--- config.mk ---
export PLATFORM = sky130hd
export DESIGN_NAME = led_frame_buffer
export DESIGN_NICKNAME = d
export VERILOG_FILES = /design/src/rtl/led_pkg.sv /design/src/rtl/led_frame_timer.sv /design/src/rtl/led_frame_buffer.sv
export SDC_FILE = /design/constraint.sdc
export NUM_CORES = 1
export LEC_CHECK = 0
export CAP_MARGIN = 10
export CORE_ASPECT_RATIO = 2
export CORE_MARGIN = 2
export CORE_UTILIZATION = 44
export CTS_BUF_LIST = sky130_fd_sc_hd__clkbuf_4
export CTS_CLUSTER_DIAMETER = 30
export DETAILED_ROUTE_END_ITERATION = 16
export PLACE_DENSITY = 0.66
export SYNTH_ARGS = -nofsm -noshare
export SYNTH_HDL_FRONTEND = slang
export SYNTH_SLANG_ARGS = --single-unit
--- constraint.sdc ---
create_clock -name clk12MHz -period 2.4 [get_ports clk12MHz]
set_input_delay 0.48 -clock clk12MHz [delete_from_list [all_inputs] [get_ports clk12MHz]]
set_output_delay 0.48 -clock clk12MHz [all_outputs]
set_load 0.02 [all_outputs]
--- src/rtl/led_pkg.sv ---
// led_pkg: shared LED matrix sizes, row/frame types, buffer FSM states and row rotation
package led_pkg;
  localparam int LED_ROWS = 4;
  localparam int LED_COLS = 8;
  typedef logic [LED_COLS-1:0] led_row_t;
  typedef led_row_t [LED_ROWS-1:0] led_frame_t;
  typedef enum logic {IDLE, PENDING} fb_state_t;
  function automatic led_row_t rot(led_row_t r, logic dir);
    return dir ? {r[0], r[LED_COLS-1:1]} : {r[LED_COLS-2:0], r[LED_COLS-1]};
  endfunction
endpackage

--- src/rtl/led_frame_timer.sv ---
// led_frame_timer: free-running scan frame counter with a pulse on the last cycle of each frame
module led_frame_timer #(
  parameter int FRAME_CYCLES = 4096
) (
  input  logic clk12MHz,
  input  logic reset,
  output logic frame_tick
);
  localparam int CW = FRAME_CYCLES > 1 ? $clog2(FRAME_CYCLES) : 1;
  logic [CW-1:0] cnt;
  assign frame_tick = cnt == CW'(FRAME_CYCLES - 1);
  always_ff @(posedge clk12MHz)
    if (reset) cnt <= '0;
    else cnt <= frame_tick ? '0 : cnt + 1'b1;
endmodule

--- src/rtl/led_frame_buffer.sv ---
// led_frame_buffer: double-buffered 4x8 frame store with tear-free commit and row scrolling
module led_frame_buffer
  import led_pkg::*;
#(
  parameter int FRAME_CYCLES  = 4096,
  parameter int SCROLL_FRAMES = 293
) (
  input  logic           clk12MHz,
  input  logic           reset,
  input  logic           wr_valid,
  output logic           wr_ready,
  input  logic [1:0]     wr_row,
  input  led_row_t       wr_data,
  input  logic           commit,
  output logic           pending,
  input  logic           scroll_en,
  input  logic           scroll_dir,
  output logic           frame_tick,
  output led_row_t       leds1,
  output led_row_t       leds2,
  output led_row_t       leds3,
  output led_row_t       leds4
);
  localparam int SW = SCROLL_FRAMES > 1 ? $clog2(SCROLL_FRAMES) : 1;
  fb_state_t state;
  led_frame_t s, a;
  logic [SW-1:0] scnt;
  led_frame_timer #(.FRAME_CYCLES(FRAME_CYCLES)) u_timer (
    .clk12MHz  (clk12MHz),
    .reset     (reset),
    .frame_tick(frame_tick)
  );
  assign pending  = state == PENDING;
  assign wr_ready = !reset && state == IDLE;
  assign leds1 = a[0];
  assign leds2 = a[1];
  assign leds3 = a[2];
  assign leds4 = a[3];
  // a swap on a boundary wins over a scroll step on that same boundary
  always_ff @(posedge clk12MHz)
    if (reset) begin
      state <= IDLE;
      s     <= '0;
      a     <= '0;
      scnt  <= '0;
    end else begin
      if (state == IDLE) begin
        if (wr_valid) s[wr_row] <= wr_data;
        if (commit) state <= PENDING;
      end else if (frame_tick) begin
        a     <= s;
        state <= IDLE;
      end
      if ((state == PENDING && frame_tick) || !scroll_en) scnt <= '0;
      else if (frame_tick) begin
        if (scnt == SW'(SCROLL_FRAMES - 1)) begin
          scnt <= '0;
          for (int k = 0; k < LED_ROWS; k++) a[k] <= rot(a[k], scroll_dir);
        end else scnt <= scnt + 1'b1;
      end
    end
endmodule

==> summary.md, run 1 <==
| Metric | Value |
|---|---|
| Final slew viol count | `0` |
| Core area | `between 9000 and 10000 um2` |
| Final Hold Fails | `0` |
| Die extent in y | `141 um` |
| Setup slack after layout | `~180 ps` |
| Worst R2R Setup Slack | `roughly 180 ps` |
| Via-to-Cell Ratio | `about 5.4` |
| Initial antenna violation count | `0` |
| # placed instances | `between 500 and 600` |
| Rows | `50` |
| Netlist cell types | `between 40 and 50` |
| Post-synthesis adder-cell area fraction | `less than 1%` |
| TNS Setup | `0 ps` |
| Required time of the critical path | `roughly 2700 ps` |
| Final core occ | `53.0%` |
| Final setup violation count | `0` |
| Most crowded layer after global routing | `met2` |
| Met3 GRT Util | `approximately 3.8%` |
| CP max FO | `18` |
| Nets | `512` |
| TritonCTS Buffers | `9` |
| Routed wire length | `approximately 9000 um` |
| Largest cells by area after synthesis | `dfxtp_1 (42%), a211oi_2 (9.1%), mux2i_1 (8.0%), mux2_1 (7.9%), nand2_1 (6.6%)` |
| Syn avg cell area | `just over 9 um2` |
| Crit path DAT | `2530 ps` |
| Fraction of registers with async set/reset | `0%` |
| Status | `finished, final reports clean` |
| WS Path Type | `flip-flop to flip-flop` |
| Met1 Use GR | `20.4%` |
| Crit path time final | `approximately 2200 ps` |
| Achievable Freq | `roughly 450 MHz` |
| Synth Area in Compound Gates | `15.6%` |
| DIE WIDTH | `approximately 73 um` |
| DP Worst Slack | `between 100 and 150 ps` |
| Clock transition at path regs | `130 ps` |
| CTS max path bufs | `2` |
| I/O pin cnt | `51` |
| Mapped Nets | `469` |
| Relative slew slack | `between 40% and 50%` |
| End of the worst register-to-register path | `leds4[0]` |
| N_diodes | `0` |
| Global route overflow | `0` |
| Startpoint type of the worst setup path | `flip-flop` |
| Share of cells above drive strength 1 | `14.5%` |
| CTS Root Cell | `clkbuf_4` |
| H-tree lvl count | `3` |
| Clk_skew | `roughly 14 ps` |
| Hold depth | `3` |
| Via count | `about 3.3k` |
| Actual slew at the worst max-slew pin | `871 ps` |
| Initial core utilization | `between 40 and 50%` |
| Pre-Repair DR Iteration Count | `4` |
| Vias in the first global route | `slightly above 3k` |
| Fin Hold WS | `approximately 460 ps` |
| Primary FF master, synth | `dfxtp_1` |
| Yosys reg bits | `86` |
| Routed len/inst | `15.4 um` |
| Leak Pwr | `between 1.5 and 2 nW` |
| Mux cell area share after synthesis | `between 10% and 20%` |
| Hold_buf cts | `0` |
| Final period util | `between 90 and 100%` |
| Post-synth EDFFs | `0` |
| Area delta synth->final | `18.4%` |
| First-pass GRT wire length | `15100 um` |
| Total die area | `~10000 um2` |
| Antenna-violating nets left | `0` |
| Worst r2r path cells | `9` |
| Power Density | `between 500 and 600 nW/um2` |
| Synth warnings | `0` |
| Filler cell count | `873` |
| R2r startpoint | `u_timer.cnt[0]` |
| Met2 Use GR | `35.2%` |
| Sequential area share after synthesis | `around 42%` |
| Synth Instances | `450` |
| Largest family of logic cells by synthesized area | `simple AND/OR/NAND/NOR gates` |
| Maxcap violations | `0` |
| Synthesized area | `between 4000 and 5000 um2` |
| Max IR drop VDD | `roughly 0.36 mV` |
| Total track usage | `18.9%` |
| Placer Congestion | `around 0.77` |
| Post-synth top area cell | `dfxtp_1` |
| Port bufs | `50` |
| Simple-Gate Fraction of Synth Area | `a little under a fifth` |
| First-iteration detailed-routing DRC count | `189` |
| Share of the synthesized area in the top cell type | `between 40% and 50%` |
| Clk sinks | `86` |
| Hold Path Sink | `scnt[1]` |
| Non-Filler Instances | `roughly 600` |
| Min-delay src | `reset` |
| XOR/XNOR share of the synthesized area | `approximately 2.1%` |
| RSZ-0062 raised after global routing | `no` |
| Clock Latency Late Sink | `~450 ps` |
| CTS tree | `done` |
| Crit. End Element | `flip-flop` |
| Hold crit path type | `primary input to flip-flop` |
| DRC | `0` |
| Hpwl dp | `about 6600 um` |
| Largest net degree at the start of global routing | `70` |
layout make-up:
cell class / count / area (um2) / share of cell area, %
multi-input combinational: 327 / 2230 / 45.5
sequential: 86 / 1720 / 35.1
timing repair buffer: 62 / 638 / 13.0
tap: 104 / 130 / 2.65
clock buffer: 11 / 82.6 / 1.68
clock inverter: 5 / 73.8 / 1.51
inverter: 7 / 26.3 / 0.536
cell usage after synthesis, drive strengths merged, types with 3 or more instances:
cell	number
nor2	55
dfxtp	86
mux2i	33
a211oi	32
clkbuf	19
nand3	9
ha	3
inv	7
o21ai	6
xnor2	8
nand4	3
nor3	3
nand2	74
nand3b	4
buf	11
nor2b	3
and3	5
a21oi	38
mux2	32
nor4	3
through the flow:
step           power, W  instance area (um2)
3_3_place_gp    0.00164                 4730
6_report        0.00253                 4900
5_1_grt         0.00265                 4900
3_5_place_dp    0.00164                 4730
2_1_floorplan   0.00158                 4140
4_1_cts         0.00257                 4890
worst max-delay path, cell delays in order, from the launching register on:
cell and delay, ps:
dfxtp_1 400, ha_1 230, nand4_2 150, buf_4 180, nor4_4 260, buf_4 160, buf_12 150, mux2_1 330
nor2_1 140, a211oi_2 70
state kept, by name, summed over array words and instances, names as in the netlist:
signal and flops:
leds1 8, leds2 8, leds3 8, leds4 8
pending 1, s 32, scnt 9, u_timer.cnt 12
kinds of logic (layout without fill, tap and decap cells):
logic type                 Yosys count  after routing
xor gates and xnor gates            10             10
DFF                                 86             86
muxes                               65             65
AOI/OAI and AO/OA                   80             80
adders and majority gates            3              3
buffers and inverters               37             85
and+or+nand+nor                    169            169
routing by layer:
metal  vias to the layer above  wire (um)
li1                       1652          -
met1                      1534       3690
met2                        53       5150
met3                        12        266
met4                         0        153
met5                         -          0
power breakdown:
part	internal, W	switching, W	total (W)	leakage (nW)
logic	0.0000584	0.0000875	0.000146	0.974
clock network	0.000440	0.000483	0.000923	0.0883
registers	0.00145	0.0000161	0.00146	0.695
total	0.00195	0.000587	0.00253	1.76
how the worst max path moves through the flow:
stage                       to  slack (ps)            from  cells after the start
floorplan             leds1[0]         380  u_timer.cnt[0]                      7
global placement    frame_tick         210  u_timer.cnt[0]                      6
detailed placement    leds4[0]         120  u_timer.cnt[0]                     10
CTS                 frame_tick          10  u_timer.cnt[0]                      6
global route          leds1[1]          40  u_timer.cnt[0]                     10
finish                leds4[0]         180  u_timer.cnt[0]                      9
cells in the final DEF (no fill, tap or decap), types with 2 or more instances in the layout:
master,instances
inv_1,6
and3_1,5
clkdlybuf4s50_1,47
nor4_1,2
a211oi_1,2
nor2b_1,3
xor2_1,2
and4_1,2
ha_1,3
xnor2_1,8
nand2_1,73
nand3b_1,4
nand4_1,2
a211oi_2,30
o21ai_0,6
nor2_1,54
dfxtp_1,86
a21oi_1,38
buf_2,2
bufinv_16,2
clkbuf_4,11
clkinv_2,2
nand3_1,9
mux2_1,29
nor3_1,3
mux2_2,3
buf_12,5
mux2i_1,33
and2_1,2
buf_4,7
timing repair:
item / in CTS / in global routing
buffers inserted: 0 / 2
setup endpoints to repair: 1 / 3
pin swaps: 0 / 1
resized for setup: 3 / 2
Note: power is estimated with default switching activity, not from simulation.
==> run 2, diff against run 1 <==
==> constraint.sdc (replaced) <==
create_clock -name clk12MHz -period 2.65 [get_ports clk12MHz]
set_input_delay 0.53 -clock clk12MHz [delete_from_list [all_inputs] [get_ports clk12MHz]]
set_output_delay 0.53 -clock clk12MHz [all_outputs]
set_load 0.02 [all_outputs]
==> run 2 against run 1 <==
Effect of this change: sequential power down 9%; combinational power down 10%; non-clock buffer count down 6; clock power down 19%; sequential cell count unchanged; critical path depth down 3; count of clock-buffer cells in the layout down 1; setup slack about the same; first-iteration DRC count up 30%; wire length down 2.3%; design area down 1.9%; via count down 0.74%; critical path type is now flip-flop to output pin.
==> summary.md, run 2 (synthesis results as in run 1) <==
| Metric | Value |
|---|---|
| Most frequent cells in the layout | `dfxtp_1 (86), nand2_1 (73), nor2_1 (54), clkdlybuf4s50_1 (47), a21oi_1 (38)` |
| TritonCTS Buffers | `9` |
| Clock transition at path regs | `~130 ps` |
| Power Density | `458 nW/um2` |
| Hpwl dp | `6380 um` |
| Share of cells above drive strength 1 | `13.4%` |
| DRC | `0` |
| Required time of the critical path | `approximately 2100 ps` |
| Total track usage | `between 10% and 20%` |
| Relative slew slack | `about two fifths` |
| Final Hold Fails | `0` |
| First-iteration detailed-routing DRC count | `~250` |
| Worst R2R Setup Slack | `about 340 ps` |
| Achievable Freq | `approximately 410 MHz` |
| Via-to-Cell Ratio | `5.41` |
| CTS max path bufs | `2` |
| Regs by FF count | `s x32, u_timer.cnt x12, scnt x9` |
| Final setup violation count | `0` |
| R2r startpoint | `u_timer.cnt[0]` |
| Status | `finished, final reports clean` |
| Area delta synth->final | `16.2%` |
| I/O pin cnt | `51` |
| Pre-Repair DR Iteration Count | `4` |
| FF/Latch Area | `between 1500 and 2000 um2` |
| Actual slew at the worst max-slew pin | `between 800 and 900 ps` |
| Placer Congestion | `roughly 0.75` |
| Final core occ | `between 50% and 60%` |
| WS Path Type | `flip-flop to output pin` |
| End of the worst register-to-register path | `leds3[3]` |
| Antenna-violating nets left | `0` |
| Die extent in y | `roughly 140 um` |
| Initial antenna violation count | `1` |
| Worst r2r path cells | `10` |
| Area of the multi-input gates | `roughly 2200 um2` |
| Biggest register | `s` |
| Leak Pwr | `about 1.7 nW` |
| Clk_skew | `15.3 ps` |
| Port bufs | `50` |
| DIE WIDTH | `a little over 70 um` |
| Via count | `roughly 3.2k` |
| Clock Latency Late Sink | `approximately 440 ps` |
| Routed len/inst | `15.2 um` |
| Hold_buf cts | `0` |
| Core area | `between 9000 and 10000 um2` |
| First-pass GRT wire length | `14900 um` |
| Hold crit path type | `flip-flop to flip-flop` |
| Clk sinks | `86` |
| Hold Path Sink | `s[1]` |
| Max reg flops | `32` |
| Nets | `roughly 500` |
| Initial core utilization | `between 40% and 50%` |
| Crit path DAT | `1940 ps` |
| Setup slack after layout | `between 150 and 200 ps` |
| Rows | `50` |
| Filler cell count | `between 800 and 900` |
| DP Worst Slack | `roughly 250 ps` |
| Min-delay src | `s[1]` |
| Hold depth | `2` |
| RSZ-0062 raised after global routing | `no` |
| Routed wire length | `just over 9000 um` |
| Total die area | `a little over 10000 um2` |
| TNS Setup | `0 ps` |
| Vias in the first global route | `roughly 3.1k` |
| Max IR drop VDD | `between 0.2 and 0.25 mV` |
| CTS Root Cell | `clkbuf_4` |
| Final slew viol count | `0` |
| Maxcap violations | `0` |
| Global route overflow | `0` |
| Final period util | `93.0%` |
| H-tree lvl count | `3` |
| Startpoint type of the worst setup path | `flip-flop` |
| CP max FO | `4` |
| Largest net degree at the start of global routing | `70` |
| Crit. End Element | `output pin` |
| Commonest non-fill, non-tap cell in the layout | `dfxtp_1` |
| CTS tree | `done` |
| Crit path time final | `2470 ps` |
[run 2: cell count changes in the layout (fill, tap and decap cells not counted)]
cell | before | now
clkinv_4 | 0 | 1
ha_2 | 0 | 1
dlygate4sd2_1 | 0 | 1
bufinv_16 | 2 | 1
ha_1 | 3 | 2
clkinv_2 | 2 | 1
clkinvlp_4 | 0 | 2
clkbuf_4 | 11 | 10
clkbuf_2 | 1 | 0
diode_2 | 0 | 1
buf_12 | 5 | 2
buf_4 | 7 | 4
[run 2: repair_timing]
item / 4_1_cts / 5_1_grt
setup endpoints to repair: 1 / 1
buffers inserted: 0 / 0
resized for setup: 2 / 2
[run 2: worst max-delay path by stage]
stage	cells after the start	endpoint	start
6_report	6	frame_tick	u_timer.cnt[0]
5_1_grt	6	frame_tick	u_timer.cnt[0]
4_1_cts	6	frame_tick	u_timer.cnt[0]
3_5_place_dp	10	leds3[3]	u_timer.cnt[0]
3_3_place_gp	6	frame_tick	u_timer.cnt[0]
2_1_floorplan	7	leds1[0]	u_timer.cnt[0]
[run 2: per-stage QoR]
step	power, W	hold slack, ps	instance area, um2	instances
after detailed placement	0.00149	448	4660	580
after global placement	0.00148	442	4660	580
after global routing	0.00230	487	4810	597
final	0.00220	465	4810	597
after CTS	0.00223	466	4800	596
after floorplan	0.00143	430	4140	450
[run 2: area by class of cell]
type                            instances  share of cell area [%]
Multi-Input combinational cell        327                    46.4
Sequential cell                        86                    35.8
Timing Repair Buffer                   56                    11.6
Tap cell                              104                    2.70
Clock buffer                           10                    1.56
Clock inverter                          6                    1.30
Inverter                                7                   0.546
Antenna cell                            1                  0.0520
[run 2: power by group]
| group | switching (W) | internal (W) |
|---|---|---|
| sequential | 0.0000141 | 0.00131 |
| clock | 0.000452 | 0.000295 |
| combinational | 0.0000796 | 0.0000519 |
| total | 0.000546 | 0.00166 |
[run 2: worst max-delay path: stages (launching register included)]
cell and delay (ps):
dfxtp_1 400, ha_2 230, nand4_2 200, nor2_4 190, nand2_2 100, inv_2 60, dlygate4sd2_1 320
[run 2: layer usage]
| layer | global-route usage [%] | vias to the layer above | wire length, um |
|---|---|---|---|
| li1 | - | 1634 | - |
| met1 | 20.1 | 1531 | 3570 |
| met2 | 34.0 | 49 | 5050 |
| met3 | 3.07 | 13 | 255 |
| met4 | 7.60 | 0 | 172 |
| met5 | 0 | - | 0 |
